--- config.mk ---
export PLATFORM = sky130hd
export DESIGN_NAME = mv_frame_serializer
export DESIGN_NICKNAME = d
export VERILOG_FILES = /design/src/rtl/mv_frame_serializer.sv
export SDC_FILE = /design/constraint.sdc
export NUM_CORES = 1
export LEC_CHECK = 0
export CAP_MARGIN = 5
export CORE_MARGIN = 1.5
export CORE_UTILIZATION = 30
export DETAILED_ROUTE_END_ITERATION = 6
export GPL_TIMING_DRIVEN = 1
export PLACE_DENSITY = 0.47
export RECOVER_POWER = 100
export SYNTH_ARGS = -nofsm -noshare
export SYNTH_HDL_FRONTEND = slang
export SYNTH_SLANG_ARGS = --single-unit
--- constraint.sdc ---
create_clock -name clk -period 6.31 [get_ports clk]
set_input_delay 1.5775 -clock clk [delete_from_list [all_inputs] [get_ports clk]]
set_output_delay 1.5775 -clock clk [all_outputs]
set_load 0.05 [all_outputs]
--- src/rtl/mv_frame_serializer.sv ---
// mv_frame_serializer
// Captures A/B/C byte triplets into a small FIFO. Each triplet is then sent
// on an 8-bit valid/ready stream as one frame: header, A, B, C.
// sat_count is a saturating count of accepted triplets whose lane A is 8'hFF.
// Optional build macro MV_FRAME_CHK_EN: appends a checksum byte
// (A ^ B ^ C ^ HDR_BYTE) to each frame. out_last then marks the checksum byte.
module mv_frame_serializer #(
  parameter int          DEPTH     = 4,
  parameter logic [7:0]  HDR_BYTE  = 8'hA5,
  parameter int          SAT_CNT_W = 16
) (
  input  logic                     clk,
  input  logic                     reset,
  input  logic                     in_valid,
  output logic                     in_ready,
  input  logic [7:0]               in_a,
  input  logic [7:0]               in_b,
  input  logic [7:0]               in_c,
  output logic                     out_valid,
  input  logic                     out_ready,
  output logic [7:0]               out_data,
  output logic                     out_last,
  output logic [$clog2(DEPTH):0]   fifo_level,
  output logic [SAT_CNT_W-1:0]     sat_count
);

  localparam int AW = $clog2(DEPTH);
  localparam logic [AW:0] FULL_LEVEL = (AW+1)'(DEPTH);

  typedef enum logic [2:0] {IDLE, HDR, BA, BB, BC, CHK} state_t;

`ifdef MV_FRAME_CHK_EN
  localparam bit     CHK_EN  = 1'b1;
  localparam state_t LAST_ST = CHK;
`else
  localparam bit     CHK_EN  = 1'b0;
  localparam state_t LAST_ST = BC;
`endif

  logic [23:0]          mem [DEPTH];
  logic [AW-1:0]        wr_ptr_reg;
  logic [AW-1:0]        rd_ptr_reg;
  logic [AW:0]          level_reg;
  logic [23:0]          frame_reg;
  logic [SAT_CNT_W-1:0] sat_reg;
  state_t               state_reg;
  logic                 out_valid_reg;
  logic [7:0]           out_data_reg;
  logic                 out_last_reg;

  logic       full;
  logic       empty;
  logic       push;
  logic       pop;
  logic [7:0] chk_byte;

  assign full  = (level_reg == FULL_LEVEL);
  assign empty = (level_reg == '0);
  // A full FIFO refuses a push even if a pop happens in the same cycle.
  assign push  = in_valid && !full;
  // Pops happen when IDLE sees data, or when the final byte of a frame is
  // accepted and another triplet is waiting (no gap between frames).
  assign pop   = !empty && ((state_reg == IDLE) ||
                            (state_reg == LAST_ST && out_ready));
  assign chk_byte = frame_reg[23:16] ^ frame_reg[15:8] ^ frame_reg[7:0] ^ HDR_BYTE;

  assign in_ready   = !full;
  assign out_valid  = out_valid_reg;
  assign out_data   = out_data_reg;
  assign out_last   = out_last_reg;
  assign fifo_level = level_reg;
  assign sat_count  = sat_reg;

  // Storage array write port. It has no reset because its contents are
  // meaningless while the level is zero.
  always_ff @(posedge clk) begin
    if (push) mem[wr_ptr_reg] <= {in_a, in_b, in_c};
  end

  // Registered read into the frame register. A word pushed this cycle is
  // therefore visible no sooner than the next cycle.
  always_ff @(posedge clk) begin
    if (pop) frame_reg <= mem[rd_ptr_reg];
  end

  // Pointers and occupancy. A push and a pop in the same cycle leave the level unchanged.
  always_ff @(posedge clk or posedge reset) begin
    if (reset) begin
      wr_ptr_reg <= '0;
      rd_ptr_reg <= '0;
      level_reg  <= '0;
    end else begin
      if (push) wr_ptr_reg <= wr_ptr_reg + 1'b1;
      if (pop)  rd_ptr_reg <= rd_ptr_reg + 1'b1;
      case ({push, pop})
        2'b10:   level_reg <= level_reg + 1'b1;
        2'b01:   level_reg <= level_reg - 1'b1;
        default: level_reg <= level_reg;
      endcase
    end
  end

  // Saturated-lane-A counter. It sticks at all-ones instead of wrapping.
  always_ff @(posedge clk or posedge reset) begin
    if (reset) begin
      sat_reg <= '0;
    end else if (push && in_a == 8'hFF && sat_reg != '1) begin
      sat_reg <= sat_reg + 1'b1;
    end
  end

  // Frame sequencer with registered outputs. These outputs only change when
  // a byte is accepted, so they stay stable while the stream is stalled.
  always_ff @(posedge clk or posedge reset) begin
    if (reset) begin
      state_reg     <= IDLE;
      out_valid_reg <= 1'b0;
      out_data_reg  <= 8'h00;
      out_last_reg  <= 1'b0;
    end else begin
      case (state_reg)
        IDLE: begin
          if (!empty) begin
            state_reg     <= HDR;
            out_valid_reg <= 1'b1;
            out_data_reg  <= HDR_BYTE;
            out_last_reg  <= 1'b0;
          end
        end
        HDR: begin
          if (out_ready) begin
            state_reg    <= BA;
            out_data_reg <= frame_reg[23:16];
          end
        end
        BA: begin
          if (out_ready) begin
            state_reg    <= BB;
            out_data_reg <= frame_reg[15:8];
          end
        end
        BB: begin
          if (out_ready) begin
            state_reg    <= BC;
            out_data_reg <= frame_reg[7:0];
            out_last_reg <= !CHK_EN;
          end
        end
        BC, CHK: begin
          if (out_ready) begin
            if (CHK_EN && state_reg == BC) begin
              state_reg    <= CHK;
              out_data_reg <= chk_byte;
              out_last_reg <= 1'b1;
            end else if (!empty) begin
              state_reg    <= HDR;
              out_data_reg <= HDR_BYTE;
              out_last_reg <= 1'b0;
            end else begin
              state_reg     <= IDLE;
              out_valid_reg <= 1'b0;
              out_data_reg  <= 8'h00;
              out_last_reg  <= 1'b0;
            end
          end
        end
        default: begin
          state_reg     <= IDLE;
          out_valid_reg <= 1'b0;
          out_data_reg  <= 8'h00;
          out_last_reg  <= 1'b0;
        end
      endcase
    end
  end

endmodule

Yosys cells after proc, flatten, opt, wreduce, memory -nomap -nowiden
Memory sizes are Yosys's and may differ from the RTL's. A register that Yosys moved wholly into a read port is not among the register bits.
Cells that the tools add are included.
{ "totals": {"in_bits": 28, "register_bits": 36, "ramBits": 96, "memories": 1} }
{ "memory_table": {"columns": ["name", "words", "word_bits", "read_ports", "rd_ports_with_merged_regs", "write_ports", "line", "text"], "rows": [
  ["mem", 4, 24, 1, 1, 1, "40", "logic [23:0] mem [DEPTH];"]
]} }
{ "op_classes": {"n_eq_ne": 16, "n_reduce_logical": 17, "muxes": 25, "n_bitwise": 2, "n_addsub": 5} }
{ "ops": {"columns": ["operator", "n"], "rows": [
  ["two-way mux 8 bit", 6],
  ["one-hot mux 8 bit (5 select lines)", 1],
  ["adder 16 x 1 -> 16 bit (second input constant)", 1],
  ["inequality test 16 bit (second input constant)", 1],
  ["two-way mux 3 bit", 5],
  ["one-hot mux 3 bit (5 select lines)", 1],
  ["inequality test 2 bit (second input constant)", 6],
  ["equality test 3 bit (second input constant)", 3],
  ["two-way mux 1 bit", 9],
  ["equality test 8 bit (second input constant)", 1],
  ["AND reduction 4 bit", 2],
  ["equality test 3 x 2 -> 1 bit (second input constant)", 2],
  ["zero test 3 bit", 2],
  ["one-hot mux 3 bit (2 select lines)", 1],
  ["logical AND 1 bit", 5],
  ["AND reduction 5 bit", 1],
  ["adder 2 x 1 -> 2 bit (second input constant)", 2],
  ["one-hot mux 1 bit (4 select lines)", 1],
  ["OR reduction 2 bit", 2],
  ["adder 3 x 1 -> 3 bit (second input constant)", 1],
  ["equality test 3 x 1 -> 1 bit (second input constant)", 1],
  ["one-hot mux 1 bit (3 select lines)", 1],
  ["OR reduction 3 bit", 1],
  ["subtractor 3 x 1 -> 3 bit (second input constant)", 1],
  ["other kinds (6)", 8]
]} }

Logic depth before layout (Yosys ltp)
Gate-level depths: netlist of run 1.
{ "logic_depth": {"depth_word": 6, "depth_mapped": 9, "ltp_nobuf": 8} }

Worst setup path after synthesis of run 1
OpenSTA, ideal clock, no wires.
{ "synth_path": {"kind": "input -> register", "from": "in out_ready", "to": "reg level_reg[2] (netlist: fifo_level[2])", "t_arrival_ps": 5533, "stages": 8, "path_buffers": 0, "slack_ps": 695, "setup_time_ps": 82, "cell_sequence": "nor2b_1 nor4_1 ha_1 inv_1 fa_1 xor2_1 nor2_1 xor2_1"} }
{ "synth_between": {"elab_chain_cells": 5, "word_cells_on_any_way": 7} }
{ "synth_rtl": {"columns": ["element", "line", "text"], "rows": [
  ["start, declared", "20", "input logic out_ready,"],
  ["logical AND 1 bit (*)", "64", "(state_reg == LAST_ST && out_ready));"],
  ["logical OR 1 bit (*)", "63", "assign pop = !empty && ((state_reg == IDLE) ||"],
  ["logical AND 1 bit (*)", "63", null],
  ["named net pop", "54", "logic pop;"],
  ["equality test 2 x 1 -> 1 bit or equality test 2 bit (tied branches)", "95", "case ({push, pop})"],
  ["one-hot mux 3 bit (2 select lines) or nonzero test 2 bit (tied branches)", null, null],
  ["end signal, assigned", "96", "2'b10: level_reg <= level_reg + 1'b1;"],
  ["end signal, assigned", "97", "2'b01: level_reg <= level_reg - 1'b1;"],
  ["end signal, assigned", "98", "default: level_reg <= level_reg;"],
  ["end, declared", "43", "logic [AW:0] level_reg;"]
]} }
The timed path passes the listed nets; every way through them passes the cells marked *.
A chain may end at the register's enable or synchronous reset.

Worst setup path after layout of run 1
Ends and elaborated chain as after synthesis.

==> results of run 1 <==
placed cells by master (no fill, tap or decap), types with 2 or more instances in the layout:
cell type and count:
a21o_1 2, a21oi_1 2, a22oi_1 8, and3_1 7, and3_2 2, clkbuf_1 4
clkbuf_16 17, clkinv_1 2, clkinv_2 2, clkinv_4 4, clkinvlp_4 2, dfrtp_1 36
dlygate4sd3_1 57, edfxtp_1 120, ha_1 6, inv_1 8, inv_6 3, inv_8 2
mux2_2 18, mux4_2 24, nand2_1 10, nand3_1 10, nand4_1 10, nor2_1 15
nor2b_1 3, nor3_1 3, nor4_1 4, o21ai_0 9, xnor2_1 18, xor2_1 4
routing by layer:
layer | wire (um) | track usage | vias to the layer above | share of wire
met3 | 505 | 0.0376 | 10 | 0.043
met5 | 0 | 0 | - | 0
li1 | - | - | 1483 | -
met2 | 5790 | 0.191 | 64 | 0.49
met4 | 123 | 0.0345 | 0 | 0.010
met1 | 5380 | 0.148 | 1610 | 0.46
Yosys cell counts (2+ instances only):
| cell type | count |
|---|---|
| a21o_1 | 2 |
| a21oi_1 | 2 |
| a22oi_1 | 8 |
| and2_1 | 2 |
| and3_1 | 7 |
| and3_2 | 2 |
| buf_2 | 4 |
| clkbuf_1 | 11 |
| dfrtp_1 | 36 |
| edfxtp_1 | 120 |
| ha_1 | 6 |
| inv_1 | 8 |
| mux2_2 | 18 |
| mux4_2 | 24 |
| nand2_1 | 10 |
| nand3_1 | 10 |
| nand4_1 | 10 |
| nor2_1 | 15 |
| nor2b_1 | 3 |
| nor3_1 | 3 |
| nor4_1 | 4 |
| o21ai_0 | 8 |
| xnor2_1 | 18 |
| xor2_1 | 4 |
stage by stage:
stage	std cells	power [mW]	area, um2	hold WS (ns)
finish	696	3.56	7600	0.497
global route	696	3.76	7600	0.540
CTS	696	3.65	7630	0.505
detailed placement	664	2.71	7090	0.496
global placement	664	2.69	7090	0.493
floorplan	349	2.35	6210	0.498
logic make-up after synthesis:
logic type	Yosys count	share of synthesized area
AND/OR/NAND/NOR	72	0.0644
buffers and inverters	25	0.0173
multiplexers	43	0.121
adder cells (fa/ha/maj)	7	0.0153
AO/OA/AOI/OAI	24	0.0258
XOR/XNOR	22	0.0310
flip-flops	156	0.725
layout make-up:
class,instances,area share
inverters,8,0.00395
clock inverters,15,0.0153
clock buffers,17,0.0559
well taps,270,0.0444
repair buffers,62,0.0780
multi-input cells,168,0.210
flip-flops and latches,156,0.592
worst max-delay path, delay by kind of cell:
kind / cells / cell delay, ns
and+or+nand+nor: 3 / 0.38
buffers and inverters: 3 / 1.86
xor gates and xnor gates: 2 / 0.31
adders and majority gates: 2 / 0.74
power groups by stage:
stage | Clock (mW) | Sequential, mW | Combinational [mW]
2_1_floorplan | 0 | 1.68 | 0.674
3_3_place_gp | 0 | 1.61 | 1.08
3_5_place_dp | 0 | 1.61 | 1.09
4_1_cts | 0.955 | 1.60 | 1.10
5_1_grt | 0.999 | 1.63 | 1.14
6_report | 0.927 | 1.59 | 1.04
how the worst max path moves through the flow:
stage | from | end | cells after the start
6_report | out_ready | fifo_level[2] | 10
5_1_grt | out_ready | fifo_level[2] | 10
4_1_cts | fifo_level[1] | in_ready | 2
3_5_place_dp | out_ready | fifo_level[2] | 10
3_3_place_gp | out_ready | fifo_level[2] | 10
2_1_floorplan | out_ready | fifo_level[2] | 8
==> results.cfg, run 1 <==
[clock_network]
cts_tree = built
clk_pin_slew_ns = 0.06
clk_latency_ns = 0.41
root_buffer = clkbuf_16
clock_path_buffers = 2
holdBufCountCts = 0
cts_resized = 0
numCtsBuffers = 17
htree_levels = 4
cts.sinks = 156
post_cts_buffers = 0

[route]
detail_route.iter0.violations = 178
wire_per_inst_um = 17.0
viasPerCell = 4.55
vias = 3167
drc = 0
wirelength_um = 11800
drtAntennaViolNets = 0
drt_first_pass_iters = 4

[hold_path]
hp-class = register to register
worstHoldStart = sat_count[15]
hold_depth = 1
hold_end = sat_count[15]

[timing]
rsz0062_at_grt = false
max_freq_mhz = 220
hold_viol = 0
period_share = 0.721
maxSlewViolCount = 89
worst-slew-pin-transition_ns = 2.27
setup_viol = 0
min_period_ns = 4.55
worst_slack_ns = 1.76
tns_ns = 0
clock_skew_ns = 0.00659
slew_headroom = -0.511

[critical_path]
slowest_stage = clkbuf_1
critPathArrivalTime_ns = 4.89
worst_setup_path_start_kind = primary input
path_cells = dlygate4sd3_1 > nor2b_1 > nor4_1 > clkbuf_1 > ha_1 > inv_1 > fa_1 > xor2_1 > nor2_1 > xor2_1
crit_path_frequent_cell = xor2_1
critical_path_class = primary input to register
r2r_cells = 9
max_stage_delay_ns = 1.12
r2r_slack_ns = 2.86
worstReg2RegStart = state_reg[2]
worstSetupEndpointType = register
timing.rr.end = fifo_level[2]
cp_max_fo = 27
worstPathRequired_ns = 6.65

[grt]
track_usage = 0.117
antenna_found_initial = 0
grt_pass1_vias = 3254
grt_max_degree = 37
grt-ovfl-total = 0
grt_first_pass_wirelength_um = 18400

[synth]
yosysWarnings = 0
synth_top_area_cell = edfxtp_1
syn_area_um2 = 6210
synth_flop_cell = edfxtp_1
synth_nets = 384
synth_cell_types = 38
async_flop_share = 0.231
avgSynthCellArea_um2 = 17.8
synth-seq-area-share = 0.725
yosys.area.top_type_share = 0.580
netlist_instances = 349
ys_seq_elements = 156
synth_edf_count = 120
synthTopCellsByArea = edfxtp_1, dfrtp_1, mux4_2

[run_status]
violations = capacitance limit, slew limit
status = finished, violations left

[place]
dp_hpwl_um = 7340
gp_congestion = 0.737
dp_slack_ns = 2.30
io_buffers = 57

[power_and_ir_drop]
p_int_mw = 2.40
clockPowerShare = 0.260
pwr-share-comb = 0.292
ir_worst_vdd_mv = 0.177
power.switching_mw = 1.16
p_per_area_nw_per_um2 = 468
swShare = 0.325
pwr-share-seq = 0.448
power_leakage_nw = 2.70

[die]
core_area_um2 = 20300
start_util = 0.306
die-area_um2 = 21600
row_count = 52
ios = 58
fp.dieH_um = 147
die_w_um = 147

[final_layout]
multiInputGateArea_um2 = 1600
syn2layout_area_growth_pct = 22.4
largest_register_ffs = 96
seqCellArea_um2 = 4500
fillers = 1964
n_antenna_cell = 0
drive_above_1_share = 0.183
fin_util = 0.375
final_nets = 448

[job]
cap_violations = 4
Power figures use the tool's default switching activity.
==> inputs of run 2 (changes only) <==
==> constraint.sdc (replaced) <==
create_clock -name clk -period 4.5 [get_ports clk]
set_input_delay 1.125 -clock clk [delete_from_list [all_inputs] [get_ports clk]]
set_output_delay 1.125 -clock clk [all_outputs]
set_load 0.05 [all_outputs]
==> run 2 against run 1 <==
  * The flow still finishes with violations (capacitance limit, slew limit)
  * Count of clock-buffer cells in the layout unchanged
  * Core utilization up 0.15 points
  * Sequential share of layout area down 0.24 points
  * Routed wire length up 2.2%
  * Combinational power up 41%
  * Critical path type unchanged
  * Largest cell class unchanged
  * Highest routed layer unchanged
==> results.cfg, run 2 (synthesized netlist as in run 1, its figures left out) <==
[run_status]
status = finished, violations left
violations = capacitance limit, slew limit

[final_layout]
final_cells = 698
final_nets = 451
fillers = 1929
seqCellArea_um2 = 4500
multiInputGateArea_um2 = 1590
drive_above_1_share = 0.178
layout_common_cells = edfxtp_1, dlygate4sd3_1, dfrtp_1
largest_register_ffs = 96
n_antenna_cell = 0
layout_commonest_cell = edfxtp_1
syn2layout_area_growth_pct = 22.9

[critical_path]
worstPathRequired_ns = 4.78
worst_setup_path_start_kind = primary input
critPathArrivalTime_ns = 3.67
critical_path_class = primary input to register
worstSetupEndpointType = register
cp_max_fo = 26

[timing]
max_freq_mhz = 295
hold_viol = 0
min_period_ns = 3.39
tns_ns = 0
clock_skew_ns = 0.00797
slew_headroom = -0.605
worst-slew-pin-transition_ns = 2.41
setup_viol = 0
period_share = 0.753
rsz0062_at_grt = false
maxSlewViolCount = 164

[clock_network]
root_buffer = clkbuf_16
clock_path_buffers = 2
clk_latency_ns = 0.41
cts.sinks = 156
clk_pin_slew_ns = 0.06
htree_levels = 4
cts_tree = built
numCtsBuffers = 17
post_cts_buffers = 0
holdBufCountCts = 0
cts_resized = 0

[power_and_ir_drop]
power.switching_mw = 1.62
pwr-share-seq = 0.440
p_int_mw = 3.48
clockPowerShare = 0.272
power_leakage_nw = 2.70
pwr-share-comb = 0.289
swShare = 0.318
p_per_area_nw_per_um2 = 667
ir_worst_vdd_mv = 0.268

[route]
detail_route.iter0.violations = 163
vias = 3209
drtAntennaViolNets = 0
drt_first_pass_iters = 6
wl_met2_um = 5830
wire_per_inst_um = 17.3
wirelength_um = 12100
viasPerCell = 4.60
wl_met3_um = 408
drc = 0
met1Wirelength_um = 5730
maxUsedRoutingLayer = met4

[hold_path]
hp-class = register to register

[place]
dp.cells = 667
gp_congestion = 0.731
dp_hpwl_um = 7430
io_buffers = 57

[grt]
grt-ovfl-total = 0
grt_pass1_vias = 3387
grt_first_pass_wirelength_um = 19200
track_usage = 0.120
antenna_found_initial = 0
grt_max_degree = 37

[die]
fp.dieH_um = 147
row_count = 52
start_util = 0.306
die-area_um2 = 21600
ios = 58
core_area_um2 = 20300
die_w_um = 147

[job]
cap_violations = 6
-- run 2: power groups by stage --
stage / combinational [mW] / clock, mW / sequential (mW)
6_report: 1.47 / 1.38 / 2.24
5_1_grt: 1.60 / 1.48 / 2.29
4_1_cts: 1.56 / 1.42 / 2.24
3_5_place_dp: 1.56 / 0 / 2.27
3_3_place_gp: 1.53 / 0 / 2.26
2_1_floorplan: 0.950 / 0 / 2.35
-- run 2: path summary, 6_finish.rpt --
check	from	slack [ns]	depth (start not counted)	endpoint
setup / recovery	out_ready	1.11	6	rd_ptr_reg[1]
hold / removal	sat_count[15]	0.50	1	sat_count[15]
setup reg to reg	rd_ptr_reg[0]	1.44	2	frame_reg[16]
hold reg to reg	sat_count[15]	0.50	1	sat_count[15]
max in group asynchronous	reset	1.47	3	sat_count[2]
min in group asynchronous	reset	1.89	3	sat_count[12]
-- run 2: worst max-delay path, cell delays in order --
cell	delay [ns]
dlygate4sd3_1	0.70
nor2b_1	0.11
nor4_1	0.29
clkbuf_1	1.06
nand2_1	0.16
xnor2_1	0.22
-- run 2: per-stage QoR --
step | util | total power [mW] | instance area (um2) | hold slack, ns | worst slack, ns
after global placement | 0.351 | 3.79 | 7120 | 0.498 | 1.18
after global routing | 0.376 | 5.37 | 7640 | 0.520 | 0.805
after floorplan | - | 3.30 | 6220 | 0.498 | 0.536
after detailed placement | 0.351 | 3.83 | 7120 | 0.494 | 1.11
after CTS | 0.379 | 5.23 | 7690 | 0.503 | 1.20
final | 0.376 | 5.09 | 7640 | 0.500 | 1.11
-- run 2: layout make-up --
type | instances | share of cell area
Tap cell | 270 | 0.0442
Timing Repair Buffer | 65 | 0.0791
Clock inverter | 14 | 0.0190
Multi-Input combinational cell | 168 | 0.208
Clock buffer | 17 | 0.0557
Inverter | 8 | 0.00393
Sequential cell | 156 | 0.590
-- run 2: per-layer routing --
metal / GRT usage / vias up
met5: 0 / -
li1: - / 1484
met2: 0.185 / 59
met3: 0.0345 / 8
met1: 0.163 / 1658
met4: 0.0405 / 0
